==> config.mk <==
export PLATFORM = sky130hd
export DESIGN_NAME = dqt_parser
export DESIGN_NICKNAME = d
export VERILOG_FILES = /design/src/rtl/dqt_parser.sv
export SDC_FILE = /design/constraint.sdc
export NUM_CORES = 1
export LEC_CHECK = 0
export BUFFER_PORTS_ARGS = -buffer_cell sky130_fd_sc_hd__buf_2
export CAP_MARGIN = 0
export CORE_UTILIZATION = 35
export CTS_BUF_LIST = sky130_fd_sc_hd__clkbuf_16
export CTS_CLUSTER_SIZE = 28
export DETAILED_ROUTE_END_ITERATION = 6
export HOLD_SLACK_MARGIN = 0.15
export PLACE_DENSITY_LB_ADDON = 0.25
export SLEW_MARGIN = 30
export SYNTH_ARGS = -nofsm -noshare
export SYNTH_HDL_FRONTEND = slang
export SYNTH_SLANG_ARGS = --single-unit
==> constraint.sdc <==
create_clock -name i_clk -period 27.7 [get_ports i_clk]
set_input_delay 5.54 -clock i_clk [delete_from_list [all_inputs] [get_ports i_clk]]
set_output_delay 5.54 -clock i_clk [all_outputs]
set_load 0.005 [all_outputs]
==> src/rtl/dqt_parser.sv <==
// dqt_parser: finds DQT segments in a 32-bit big-endian JPEG word stream and
// writes each 8-bit quantisation table, in zig-zag order, to the quant RAM.
module dqt_parser #(
  parameter int unsigned NUM_TABLES = 4,
  parameter int unsigned ENTRIES    = 64,
  localparam int unsigned ID_W      = $clog2(NUM_TABLES),
  localparam int unsigned AW        = $clog2(ENTRIES)
) (
  input  logic                  i_clk,
  input  logic                  i_rst,
  input  logic                  i_enable,
  input  logic [31:0]           i_data_in,
  input  logic                  i_data_valid,
  output logic                  o_data_ready,
  output logic                  o_qt_we,
  output logic [ID_W-1:0]       o_qt_id,
  output logic [AW-1:0]         o_qt_addr,
  output logic [7:0]            o_qt_data,
  output logic                  o_table_done,
  output logic [NUM_TABLES-1:0] o_tables_loaded,
  output logic                  o_dqt_err
);

  typedef enum logic [2:0] {
    S_HUNT, S_MARK, S_LEN_HI, S_LEN_LO, S_PQTQ, S_ENTRY
  } state_t;

  state_t                r_state, w_state_nxt;
  logic [31:0]           r_buf;
  logic [2:0]            r_cnt;
  logic [7:0]            r_len_hi, w_len_hi_nxt;
  logic [15:0]           r_rem, w_rem_nxt;
  logic [AW-1:0]         r_idx, w_idx_nxt;
  logic [ID_W-1:0]       r_tq, w_tq_nxt;
  logic                  w_take, w_xfer, w_wr, w_err, w_last;
  logic [7:0]            w_byte;
  logic [15:0]           w_len;

  // Buffer can take a new word once it is down to its last byte.
  assign o_data_ready = i_enable && (r_cnt <= 3'd1);
  assign w_xfer       = i_data_valid && o_data_ready;
  assign w_take       = i_enable && (r_cnt != 3'd0);
  assign w_byte       = r_buf[31:24];
  assign w_len        = {r_len_hi, w_byte};

  // State register.
  always_ff @(posedge i_clk) begin
    if (i_rst) r_state <= S_HUNT;
    else       r_state <= w_state_nxt;
  end

  // Next-state and per-byte decode; one byte is consumed per cycle.
  always_comb begin
    w_state_nxt  = r_state;
    w_len_hi_nxt = r_len_hi;
    w_rem_nxt    = r_rem;
    w_idx_nxt    = r_idx;
    w_tq_nxt     = r_tq;
    w_wr         = 1'b0;
    w_err        = 1'b0;
    w_last       = 1'b0;
    if (!i_enable) begin
      w_state_nxt = S_HUNT;
    end else if (w_take) begin
      case (r_state)
        S_HUNT:   if (w_byte == 8'hFF) w_state_nxt = S_MARK;
        S_MARK: begin
          if (w_byte == 8'hDB)      w_state_nxt = S_LEN_HI;
          else if (w_byte != 8'hFF) w_state_nxt = S_HUNT;
        end
        S_LEN_HI: begin
          w_len_hi_nxt = w_byte;
          w_state_nxt  = S_LEN_LO;
        end
        S_LEN_LO: begin
          w_rem_nxt = w_len - 16'd2;
          // Payload must be a whole number of 65-byte (Pq/Tq + 64) tables.
          if (w_len < 16'd67 || ((w_len - 16'd2) % 16'd65) != 16'd0) begin
            w_err       = 1'b1;
            w_state_nxt = S_HUNT;
          end else begin
            w_state_nxt = S_PQTQ;
          end
        end
        S_PQTQ: begin
          if (w_byte[7:4] != 4'd0 || 32'(w_byte[3:0]) >= NUM_TABLES) begin
            w_err       = 1'b1;
            w_state_nxt = S_HUNT;
          end else begin
            w_tq_nxt    = ID_W'(w_byte[3:0]);
            w_idx_nxt   = '0;
            w_rem_nxt   = r_rem - 16'd1;
            w_state_nxt = S_ENTRY;
          end
        end
        S_ENTRY: begin
          w_wr      = 1'b1;
          w_rem_nxt = r_rem - 16'd1;
          w_idx_nxt = r_idx + AW'(1);
          if (r_idx == AW'(ENTRIES - 1)) begin
            w_last      = 1'b1;
            w_state_nxt = (w_rem_nxt != 16'd0) ? S_PQTQ : S_HUNT;
          end
        end
        default: w_state_nxt = S_HUNT;
      endcase
    end
  end

  // Byte buffer: load on transfer, otherwise shift out one byte per cycle.
  always_ff @(posedge i_clk) begin
    if (i_rst || !i_enable) begin
      r_buf <= '0;
      r_cnt <= 3'd0;
    end else if (w_xfer) begin
      r_buf <= i_data_in;
      r_cnt <= 3'd4;
    end else if (w_take) begin
      r_buf <= {r_buf[23:0], 8'h00};
      r_cnt <= r_cnt - 3'd1;
    end
  end

  // Segment bookkeeping: length high byte, remaining bytes, entry index, slot.
  always_ff @(posedge i_clk) begin
    if (i_rst) begin
      r_len_hi <= '0;
      r_rem    <= '0;
      r_idx    <= '0;
      r_tq     <= '0;
    end else begin
      r_len_hi <= w_len_hi_nxt;
      r_rem    <= w_rem_nxt;
      r_idx    <= w_idx_nxt;
      r_tq     <= w_tq_nxt;
    end
  end

  // Registered write port, completion and error pulses; data fields zero when idle.
  always_ff @(posedge i_clk) begin
    if (i_rst) begin
      o_qt_we         <= 1'b0;
      o_qt_id         <= '0;
      o_qt_addr       <= '0;
      o_qt_data       <= '0;
      o_table_done    <= 1'b0;
      o_dqt_err       <= 1'b0;
      o_tables_loaded <= '0;
    end else begin
      o_qt_we      <= w_wr;
      o_qt_id      <= w_wr ? r_tq   : '0;
      o_qt_addr    <= w_wr ? r_idx  : '0;
      o_qt_data    <= w_wr ? w_byte : 8'h00;
      o_table_done <= w_last;
      o_dqt_err    <= w_err;
      if (w_last) o_tables_loaded <= o_tables_loaded | (NUM_TABLES'(1) << r_tq);
    end
  end

endmodule
==> results of run 1 <==
-- critical path: stages --
cell	delay (ns)
buf_2	0.13
nor3b_1	0.49
buf_2	0.22
-- layout by cell type, fill, tap and decap left out, drive strengths merged, types with 11 or more instances in the layout --
cell    synthesis  routed
xor2           23      23
nor3           36      36
nor4           16      16
a311oi         27      27
o21ai          44      44
buf            10      66
and3           12      12
nand4          14      14
a21oi          51      51
xnor2          37      37
nand2         118     118
nand3          40      40
a31oi          11      11
nor2          114     114
mux2i          16      16
dfxtp          93      93
inv            18      18
ha             12      12
and2           23      23
-- sequential cells by signal (all words and copies together), names as in the netlist --
register         cells
o_dqt_err            1
r_idx                6
r_rem               16
o_tables_loaded      4
r_len_hi             8
r_cnt                3
o_qt_id              2
o_qt_addr            6
o_qt_we              1
r_state              3
r_buf               32
r_tq                 2
o_table_done         1
o_qt_data            8
-- metal layers --
metal / global-route usage, % / vias to the layer above / wire length (um)
met5: 0 / - / 0
met4: 6.05 / 0 / 371
met3: 3.58 / 30 / 1230
met2: 29.9 / 211 / 8770
met1: 27.0 / 3216 / 9570
li1: - / 3493 / -
-- layout make-up --
type	count	share of cell area, %
inverter	18	0.866
multi-input combinational	764	63.3
tap	265	4.25
sequential	93	23.9
clock buffer	9	2.89
clock inverter	5	0.385
timing repair buffer	66	4.46
-- how the worst max path moves through the flow --
stage	endpoint	cells after the start	slack, ns	from
after floorplan	o_data_ready	1	16.34	i_enable
after global placement	o_data_ready	3	15.87	i_enable
after detailed placement	o_data_ready	3	15.89	i_enable
after CTS	o_data_ready	3	15.88	i_enable
after global routing	o_data_ready	3	15.70	i_enable
final	o_data_ready	3	15.78	i_enable
-- cell families after synthesis --
family,Yosys count,share of synthesized area (%)
AO/OA/AOI/OAI,241,24.8
flip-flops,93,26.3
buffers and inverters,70,4.02
adder cells (fa/ha/maj),13,2.27
multiplexers,19,2.74
AND/OR/NAND/NOR,431,31.9
XOR/XNOR,60,7.91
-- power breakdown --
group / switching (W) / total, W / leakage (nW) / internal, W
Clock: 0.0000518 / 0.000111 / 0.125 / 0.0000593
Sequential: 0.00000198 / 0.000137 / 0.751 / 0.000135
Combinational: 0.000221 / 0.000347 / 1.91 / 0.000126
Total: 0.000275 / 0.000596 / 2.78 / 0.000321
-- through the flow --
step	total power, W	setup slack [ns]	std cells
floorplan	0.000414	16.34	927
global placement	0.000479	15.87	1206
detailed placement	0.000479	15.89	1206
CTS	0.000591	15.88	1220
global route	0.000635	15.70	1220
finish	0.000596	15.78	1220
-- synth_stat cells, types with 12 or more instances --
cell,instances
and2_1,23
o21ai_0,36
dfxtp_1,93
inv_1,18
xnor2_1,35
a311oi_1,26
xor2_1,22
a21oi_1,51
nor3_1,32
clkbuf_1,42
nand4_1,13
nand2_1,117
ha_1,12
nor2_1,111
and3_1,12
mux2i_1,16
nand3_1,40
==> out/qor.txt, run 1 <==
Row count: 51
Yosys cell types: 100
Ys flop type: dfxtp_1
Drt total wl: 19900 um
GRT Util Overall: 19.4%
Post-CTS Setup Bufs: 0
Hold buffers post-CTS: 0
Vias: 6950
Multi-input gate area: 0.00493 mm2
Area share of the largest cell type after synthesis: 26.3%
Clk_skew: 0.0114 ns
Hold path startpoint: o_tables_loaded[1]$_SDFFE_PP0P_
First-pass GRT wire length: 32300 um
Core Region: 0.0197 mm2
PostCTS Resize Cnt: 0
Final HPWL DP: 14500 um
Slew Limit Fails: 0
Worst setup SP type: input port
Number of global-route vias before repair: 6248
CTS buffer count: 9
Worst flop-to-flop path startpoint: r_buf[26]$_SDFFE_PP0P_
Post-Syn Area: 0.00707 mm2
Worst endpoint required time: 22.16 ns
Fin nets: 1000
Yosys warns: 0
Register area share after synthesis: 26.3%
Fin area: 0.00780 mm2
Min cycle time layout: 11.92 ns
CP max FO: 5
H-tree levels: 3
Hold EP: o_tables_loaded[1]$_SDFFE_PP0P_
Min Hold Slack: 0.464 ns
Syn Area/Cell: 7.62 um2
RSZ-0062 raised after global routing: no
Status: finished clean
Synth Instances: 927
Worst-Skew Late Latency: 0.35 ns
Post-DP Area: 0.00754 mm2
CTS tree: done
FF/Latch Area: 0.00186 mm2
DRT Pass-1 Iters: 5
Slew HR: 39.5%
IO buf count: 59
EDFF count, synth: 0
Largest net degree at the start of global routing: 58
Worst-path clk slew: 0.06 ns
Tightest Pin Transition: 0.901 ns
DR vias/cell: 5.70
Fill count: 2120
Final setup fails: 0
Initial Util: 36.0%
Final Util: 39.7%
Fin crit share: 43.0%
Critical path arrival: 6.38 ns
Number of max-cap violations: 0
Largest cells by area after synthesis: dfxtp_1, nand2_1, nor2_1
Worst setup EP type: primary output
Register bit total from synthesis: 93
Worst Path Class, Setup: in -> out
Die area: 0.0208 mm2
Cells on worst reg2reg path: 29
F_max: 0.0839 GHz
Clock Sinks: 93
Setup_tns: 0 ns
RD Place Congestion: 0.886
R2R Setup Slk: 17.22 ns
Routed Antenna Nets: 0
Layout cell share with drive strength beyond 1: 13.8%
Max IR drop VDD: 0.0336 mV
Antenna cell count: 0
Reg-to-Reg End: o_dqt_err$_SDFF_PP0_
Ys async rst share: 0%
Root Driver: clkbuf_16
Io pins: 60
Syn Nets: 975
Die Y: 144 um
Min-Delay Path Depth: 1
Initial DRC count: 503
Grt total ovfl: 0
Routed len/inst: 16.3 um
Pwr/cell area: 76.4 mW/mm2
DR DRC count: 0
P_leak: 2.78 nW
CTS max path bufs: 2
Area grow syn2layout: 10.3%
Final hold violation count: 0
Cell taking the most area after synthesis: dfxtp_1
Initial antenna violation count: 0
Die width: 144 um
HP Class: reg -> reg
No activity file was read; power rests on OpenSTA's default activity.
==> inputs of run 2 (changes only) <==
==> constraint.sdc (replaced) <==
create_clock -name i_clk -period 10.7 [get_ports i_clk]
set_input_delay 2.14 -clock i_clk [delete_from_list [all_inputs] [get_ports i_clk]]
set_output_delay 2.14 -clock i_clk [all_outputs]
set_load 0.005 [all_outputs]
==> out/qor.txt, run 2 (synthesized netlist as in run 1, its figures left out) <==
Grt total ovfl: 0 (unchanged)
Worst-path clk slew: 0.06 ns (about the same)
Worst endpoint required time: 10.92 ns (-11.24 ns)
Min Hold Slack: 0.467 ns (+0.00297 ns)
NetSw: 0.000709 W (+160%)
Vias: 7023 (+1.1%)
Status: finished clean
Biggest register: r_buf
Slew Limit Fails: 0 (unchanged)
DR vias/cell: 5.74 (+0.72%)
Fin nets: 1003 (+0.30%)
Worst path max stage delay: 0.64 ns (+0.15 ns)
F_max: 0.100 GHz
Worst setup EP type: flip-flop
Multi-input gate area: 0.00495 mm2 (+0.25%)
Die area: 0.0208 mm2 (unchanged)
Crit path max-delay cell type: or4b_1
Number of max-cap violations: 0 (unchanged)
Min cycle time layout: 9.99 ns
Final HPWL DP: 15000 um (+3.4%)
Final Util: 39.9% (+0.23 points)
Pwr/cell area: 198 mW/mm2 (+160%)
CTS max path bufs: 2 (unchanged)
Largest net degree at the start of global routing: 58 (unchanged)
CP max FO: 9 (+4)
IO buf count: 59 (unchanged)
Area grow syn2layout: 11.0%
Final setup fails: 0 (unchanged)
Row count: 51 (unchanged)
Worst-Skew Late Latency: 0.34 ns (about the same)
Switching portion of total power: 45.7% (-0.49 points)
Number of flip-flops in the largest register: 32 (unchanged)
Io pins: 60 (unchanged)
R2R Setup Slk: 0.71 ns (-16.51 ns)
Reg-to-Reg End: o_dqt_err$_SDFF_PP0_
Clock Sinks: 93 (unchanged)
Root Driver: clkbuf_16
Slew HR: 40.1% (+0.55 points)
Die width: 144 um (unchanged)
Initial DRC count: 512 (+1.8%)
Clk_skew: 0.00391 ns (-0.00749 ns)
Reg power frac: 22.9% (-0.2 points)
Worst flop-to-flop path startpoint: r_buf[26]$_SDFFE_PP0P_
Min-Delay Path Depth: 1 (unchanged)
Final std cells w/o fill: 1224 (+0.33%)
Initial antenna violation count: 0 (unchanged)
Inst Count DP: 1208 (+0.17%)
H-tree levels: 3 (unchanged)
RSZ-0062 raised after global routing: no
Overall power: 0.00155 W (+160%)
Logic gate share of total power: 58.4% (about the same)
First-pass GRT wire length: 33000 um (+2.0%)
Antenna cell count: 0 (unchanged)
Worst Path Class, Setup: reg -> reg
Critical path arrival: 10.21 ns (+3.83 ns)
Top Registers: r_buf: 32 flops, r_rem: 16 flops
Clock power share: 18.7% (about the same)
Routed len/inst: 16.3 um (-0.44%)
Layout cell share with drive strength beyond 1: 14.4% (+0.57 points)
GRT Util Overall: 19.8% (+0.41 points)
Core Region: 0.0197 mm2 (unchanged)
Tightest Pin Transition: 0.893 ns (-0.00820 ns)
CTS buffer count: 9 (unchanged)
FF/Latch Area: 0.00186 mm2 (unchanged)
Most frequent cells in the layout: nand2_1, nor2_1, dfxtp_1, buf_2, a21oi_1
RD Place Congestion: 0.931 (+5.1%)
Max IR drop VDD: 0.0809 mV (+140%)
Initial Util: 36.0% (unchanged)
Hold EP: o_tables_loaded[0]$_SDFFE_PP0P_
Fill count: 2094 (-1.2%)
DRT Pass-1 Iters: 5 (unchanged)
Setup_tns: 0 ns (unchanged)
CTS tree: done
P_leak: 2.80 nW (+0.50%)
Drt total wl: 19900 um (-0.12%)
Cells on worst reg2reg path: 31 (+6.9%)
Fin crit share: 93.3%
Hold buffers post-CTS: 0 (unchanged)
Worst setup SP type: flip-flop
Routed Antenna Nets: 0 (unchanged)
Final hold violation count: 0 (unchanged)
DR DRC count: 0 (unchanged)
Number of global-route vias before repair: 6465 (+3.5%)
HP Class: reg -> reg
Die Y: 144 um (unchanged)
P_int: 0.000843 W (+160%)
Leading cell type in the layout, fill and taps excluded: nand2_1
Hold path startpoint: o_tables_loaded[0]$_SDFFE_PP0P_
==> run 2: cell count changes in the layout (fill, tap and decap cells not counted), sizes merged <==
cell	change
clkinv	-1
inv	+1
clkinvlp	+1
buf	+3
==> run 2: power by group through the flow <==
stage / clock network (W) / registers (W) / logic [W]
after floorplan: 0 / 0.000360 / 0.000711
after global placement: 0 / 0.000363 / 0.000887
after detailed placement: 0 / 0.000363 / 0.000878
after CTS: 0.000298 / 0.000355 / 0.000882
after global routing: 0.000312 / 0.000355 / 0.00100
final: 0.000291 / 0.000355 / 0.000906
==> run 2: layout make-up <==
| class | instances | share of cell area [%] |
|---|---|---|
| Multi-Input combinational cell | 764 | 63.1 |
| Sequential cell | 93 | 23.7 |
| Timing Repair Buffer | 69 | 4.72 |
| Tap cell | 265 | 4.23 |
| Clock buffer | 9 | 2.87 |
| Inverter | 18 | 0.862 |
| Clock inverter | 6 | 0.511 |
==> run 2: metrics by stage <==
step / setup slack, ns / area, um2
CTS: 0.760 / 7820
detailed placement: 0.803 / 7550
floorplan: 1.60 / 7070
global route: 0.00173 / 7840
global placement: 0.899 / 7550
finish: 0.712 / 7840
==> run 2: worst max path at each step <==
stage / depth (start not counted) / slack (ns) / from / endpoint
global route: 34 / 0.002 / r_buf[26]$_SDFFE_PP0P_ / o_dqt_err$_SDFF_PP0_
detailed placement: 31 / 0.80 / r_buf[26]$_SDFFE_PP0P_ / o_dqt_err$_SDFF_PP0_
global placement: 31 / 0.90 / r_buf[26]$_SDFFE_PP0P_ / o_dqt_err$_SDFF_PP0_
finish: 31 / 0.71 / r_buf[26]$_SDFFE_PP0P_ / o_dqt_err$_SDFF_PP0_
floorplan: 35 / 1.60 / r_buf[25]$_SDFFE_PP0P_ / r_state[2]$_SDFFE_PP0P_
CTS: 31 / 0.76 / r_buf[26]$_SDFFE_PP0P_ / o_dqt_err$_SDFF_PP0_
==> run 2: repair_timing <==
action	CTS	global route
buffers inserted	0	1
resized for setup	0	2
endpoints found under the setup margin	0	2
==> run 2: metal layers <==
layer | part of all wire [%] | track usage [%] | up-vias
li1 | - | - | 3495
met3 | 7.0 | 4.50 | 36
met2 | 43 | 29.7 | 232
met5 | 0 | 0 | -
met1 | 47 | 27.2 | 3260
met4 | 2.3 | 7.50 | 0
==> run 2: worst max-delay path, delay by kind of cell, from the launching register on <==
| family | cells | cell delay (ns) |
|---|---|---|
| buffers and inverters | 2 | 0.28 |
| AO/OA/AOI/OAI | 12 | 3.02 |
| AND/OR/NAND/NOR | 10 | 4.02 |
| adder cells (fa/ha/maj) | 2 | 0.57 |
| flip-flops | 1 | 0.37 |
| XOR/XNOR | 5 | 1.61 |
==> inputs of run 3 (changes only) <==
--- a/config.mk
+++ b/config.mk
@@ -8,11 +8,9 @@
 export BUFFER_PORTS_ARGS = -buffer_cell sky130_fd_sc_hd__buf_2
 export CAP_MARGIN = 0
 export CORE_UTILIZATION = 35
-export CTS_BUF_LIST = sky130_fd_sc_hd__clkbuf_16
 export CTS_CLUSTER_SIZE = 28
 export DETAILED_ROUTE_END_ITERATION = 6
 export HOLD_SLACK_MARGIN = 0.15
-export PLACE_DENSITY_LB_ADDON = 0.25
 export SLEW_MARGIN = 30
 export SYNTH_ARGS = -nofsm -noshare
 export SYNTH_HDL_FRONTEND = slang
==> out/qor.txt, run 3 (synthesized netlist as in run 1, its figures left out) <==
Max IR drop VDD: 0.0929 mV (+15%)
Row count: 51 (unchanged)
F_max: 0.0999 GHz (-0.26%)
CP max FO: 9 (unchanged)
RSZ-0062 raised after global routing: no
Top Registers: r_buf: 32 flops, r_rem: 16 flops
Final Util: 40.0% (+0.064 points)
Setup_tns: 0 ns (unchanged)
Worst setup SP type: flip-flop
Worst endpoint required time: 10.92 ns (about the same)
H-tree levels: 3 (unchanged)
Top routing layer used: met4
Drt total wl: 19900 um (about the same)
Tightest Pin Transition: 0.882 ns (-0.0112 ns)
DRT met1 WL: 9450 um (+0.36%)
Final HPWL DP: 14800 um (-1.0%)
HP Class: reg -> reg
Post-DP Area: 0.00754 mm2 (about the same)
Crit path max-delay cell type: or4b_1
Most frequent cells in the layout: nand2_1, nor2_1, dfxtp_1, buf_2, a21oi_1
Critical path arrival: 10.24 ns (+0.03 ns)
Biggest register: r_buf
Leading cell type in the layout, fill and taps excluded: nand2_1
Final hold violation count: 0 (unchanged)
Pwr/cell area: 198 mW/mm2 (about the same)
Fill count: 2100 (+0.29%)
Worst path max stage delay: 0.63 ns (about the same)
Final worst setup slack: 0.686 ns (-0.0258 ns)
Core Region: 0.0197 mm2 (unchanged)
First-pass GRT wire length: 32100 um (-2.8%)
Initial Util: 36.0% (unchanged)
Antenna cell count: 0 (unchanged)
Multi-input gate area: 0.00496 mm2 (+0.28%)
GRT Util Overall: 19.2% (-0.56 points)
CTS max path bufs: 2 (unchanged)
Fin crit share: 93.6% (+0.24 points)
Vias: 7029 (+0.085%)
Largest net degree at the start of global routing: 58 (unchanged)
Root Driver: clkbuf_16
Number of max-cap violations: 0 (unchanged)
RD Place Congestion: 0.903 (-3.1%)
P_leak: 2.80 nW (+0.15%)
Worst setup EP type: flip-flop
Layout cell share with drive strength beyond 1: 14.4% (+0.015 points)
Fin area: 0.00786 mm2 (+0.16%)
Critical path origin: r_buf[26]$_SDFFE_PP0P_
Pre-CTS setup slack: 0.787 ns (-0.0158 ns)
Slew HR: 40.8% (+0.75 points)
DRT Pass-1 Iters: 5 (unchanged)
Fin nets: 1001 (-0.20%)
Worst-path clk slew: 0.07 ns (about the same)
Hold path startpoint: r_buf[7]$_SDFFE_PP0P_
Clk_skew: 0.00670 ns (+0.00279 ns)
Status: finished clean
Worst Path Class, Setup: reg -> reg
Hold buffers post-CTS: 0 (unchanged)
Routed len/inst: 16.3 um (about the same)
DR vias/cell: 5.75 (+0.17%)
IO buf count: 59 (unchanged)
Die width: 144 um (unchanged)
Worst-Skew Late Latency: 0.35 ns (about the same)
Initial DRC count: 454 (-11%)
Io pins: 60 (unchanged)
Routed length on met3: 1300 um (-6.7%)
Clock Sinks: 93 (unchanged)
CTS tree: done
Grt total ovfl: 0 (unchanged)
DR DRC count: 0 (unchanged)
FF/Latch Area: 0.00186 mm2 (unchanged)
Die area: 0.0208 mm2 (unchanged)
Worst flop-to-flop path startpoint: r_buf[26]$_SDFFE_PP0P_
Number of flip-flops in the largest register: 32 (unchanged)
Min cycle time layout: 10.01 ns (+0.0258 ns)
Slew Limit Fails: 0 (unchanged)
Area grow syn2layout: 11.2%
Die Y: 144 um (unchanged)
CTS buffer count: 9 (unchanged)
Routed Antenna Nets: 0 (unchanged)
Initial antenna violation count: 0 (unchanged)
Final setup fails: 0 (unchanged)
Wire length on met2: 8860 um (+2.5%)
Number of global-route vias before repair: 6355 (-1.7%)
==> run 3: worst max-delay path: cells and delay by family, from the launching register on <==
kind                     cells  cell delay (ns)
AND/OR/NAND/NOR             13             4.91
multiplexers                 1             0.39
flip-flops                   1             0.39
adder cells (fa/ha/maj)      2             0.58
AO/OA/AOI/OAI                9             2.14
XOR/XNOR                     4             1.20
buffers and inverters        2             0.27
==> run 3: layer usage <==
| layer | vias to the layer above | global-route usage, % |
|---|---|---|
| li1 | 3481 | - |
| met1 | 3305 | 26.7 |
| met2 | 219 | 29.9 |
| met3 | 24 | 4.14 |
| met4 | 0 | 4.82 |
| met5 | - | 0 |
==> run 3: path summary, 6_finish.rpt <==
kind / cells past startpoint / slack, ns / end
min: 2 / 0.47 / r_buf[7]$_SDFFE_PP0P_
max reg2reg: 31 / 0.69 / o_dqt_err$_SDFF_PP0_
max: 31 / 0.69 / o_dqt_err$_SDFF_PP0_
min reg2reg: 2 / 0.47 / r_buf[7]$_SDFFE_PP0P_
==> run 3: area by class of cell <==
type | count | share of cell area [%]
clock buffer | 12 | 3.14
clock inverter | 4 | 0.414
timing repair buffer | 67 | 4.52
inverter | 18 | 0.860
multi-input combinational | 764 | 63.1
sequential | 93 | 23.7
tap | 265 | 4.22
==> run 3: per-stage QoR <==
stage          cells  total power [W]  hold WS (ns)
3_5_place_dp    1207          0.00123         0.456
4_1_cts         1223          0.00154         0.468
6_report        1223          0.00155         0.466
2_1_floorplan    927          0.00107         0.441
3_3_place_gp    1207          0.00124         0.450
5_1_grt         1223          0.00166         0.486
==> run 3: repair_timing <==
action                                  in CTS  in global routing
resized for setup                            0                  5
setup buffers                                0                  0
endpoints found under the setup margin       0                  2
==> run 3: where the power goes <==
part | total, W | internal (W) | switching, W | leakage, nW
Combinational | 0.000897 | 0.000331 | 0.000566 | 1.92
Clock | 0.000302 | 0.000165 | 0.000137 | 0.129
Sequential | 0.000355 | 0.000350 | 0.00000473 | 0.751
Total | 0.00155 | 0.000846 | 0.000708 | 2.80
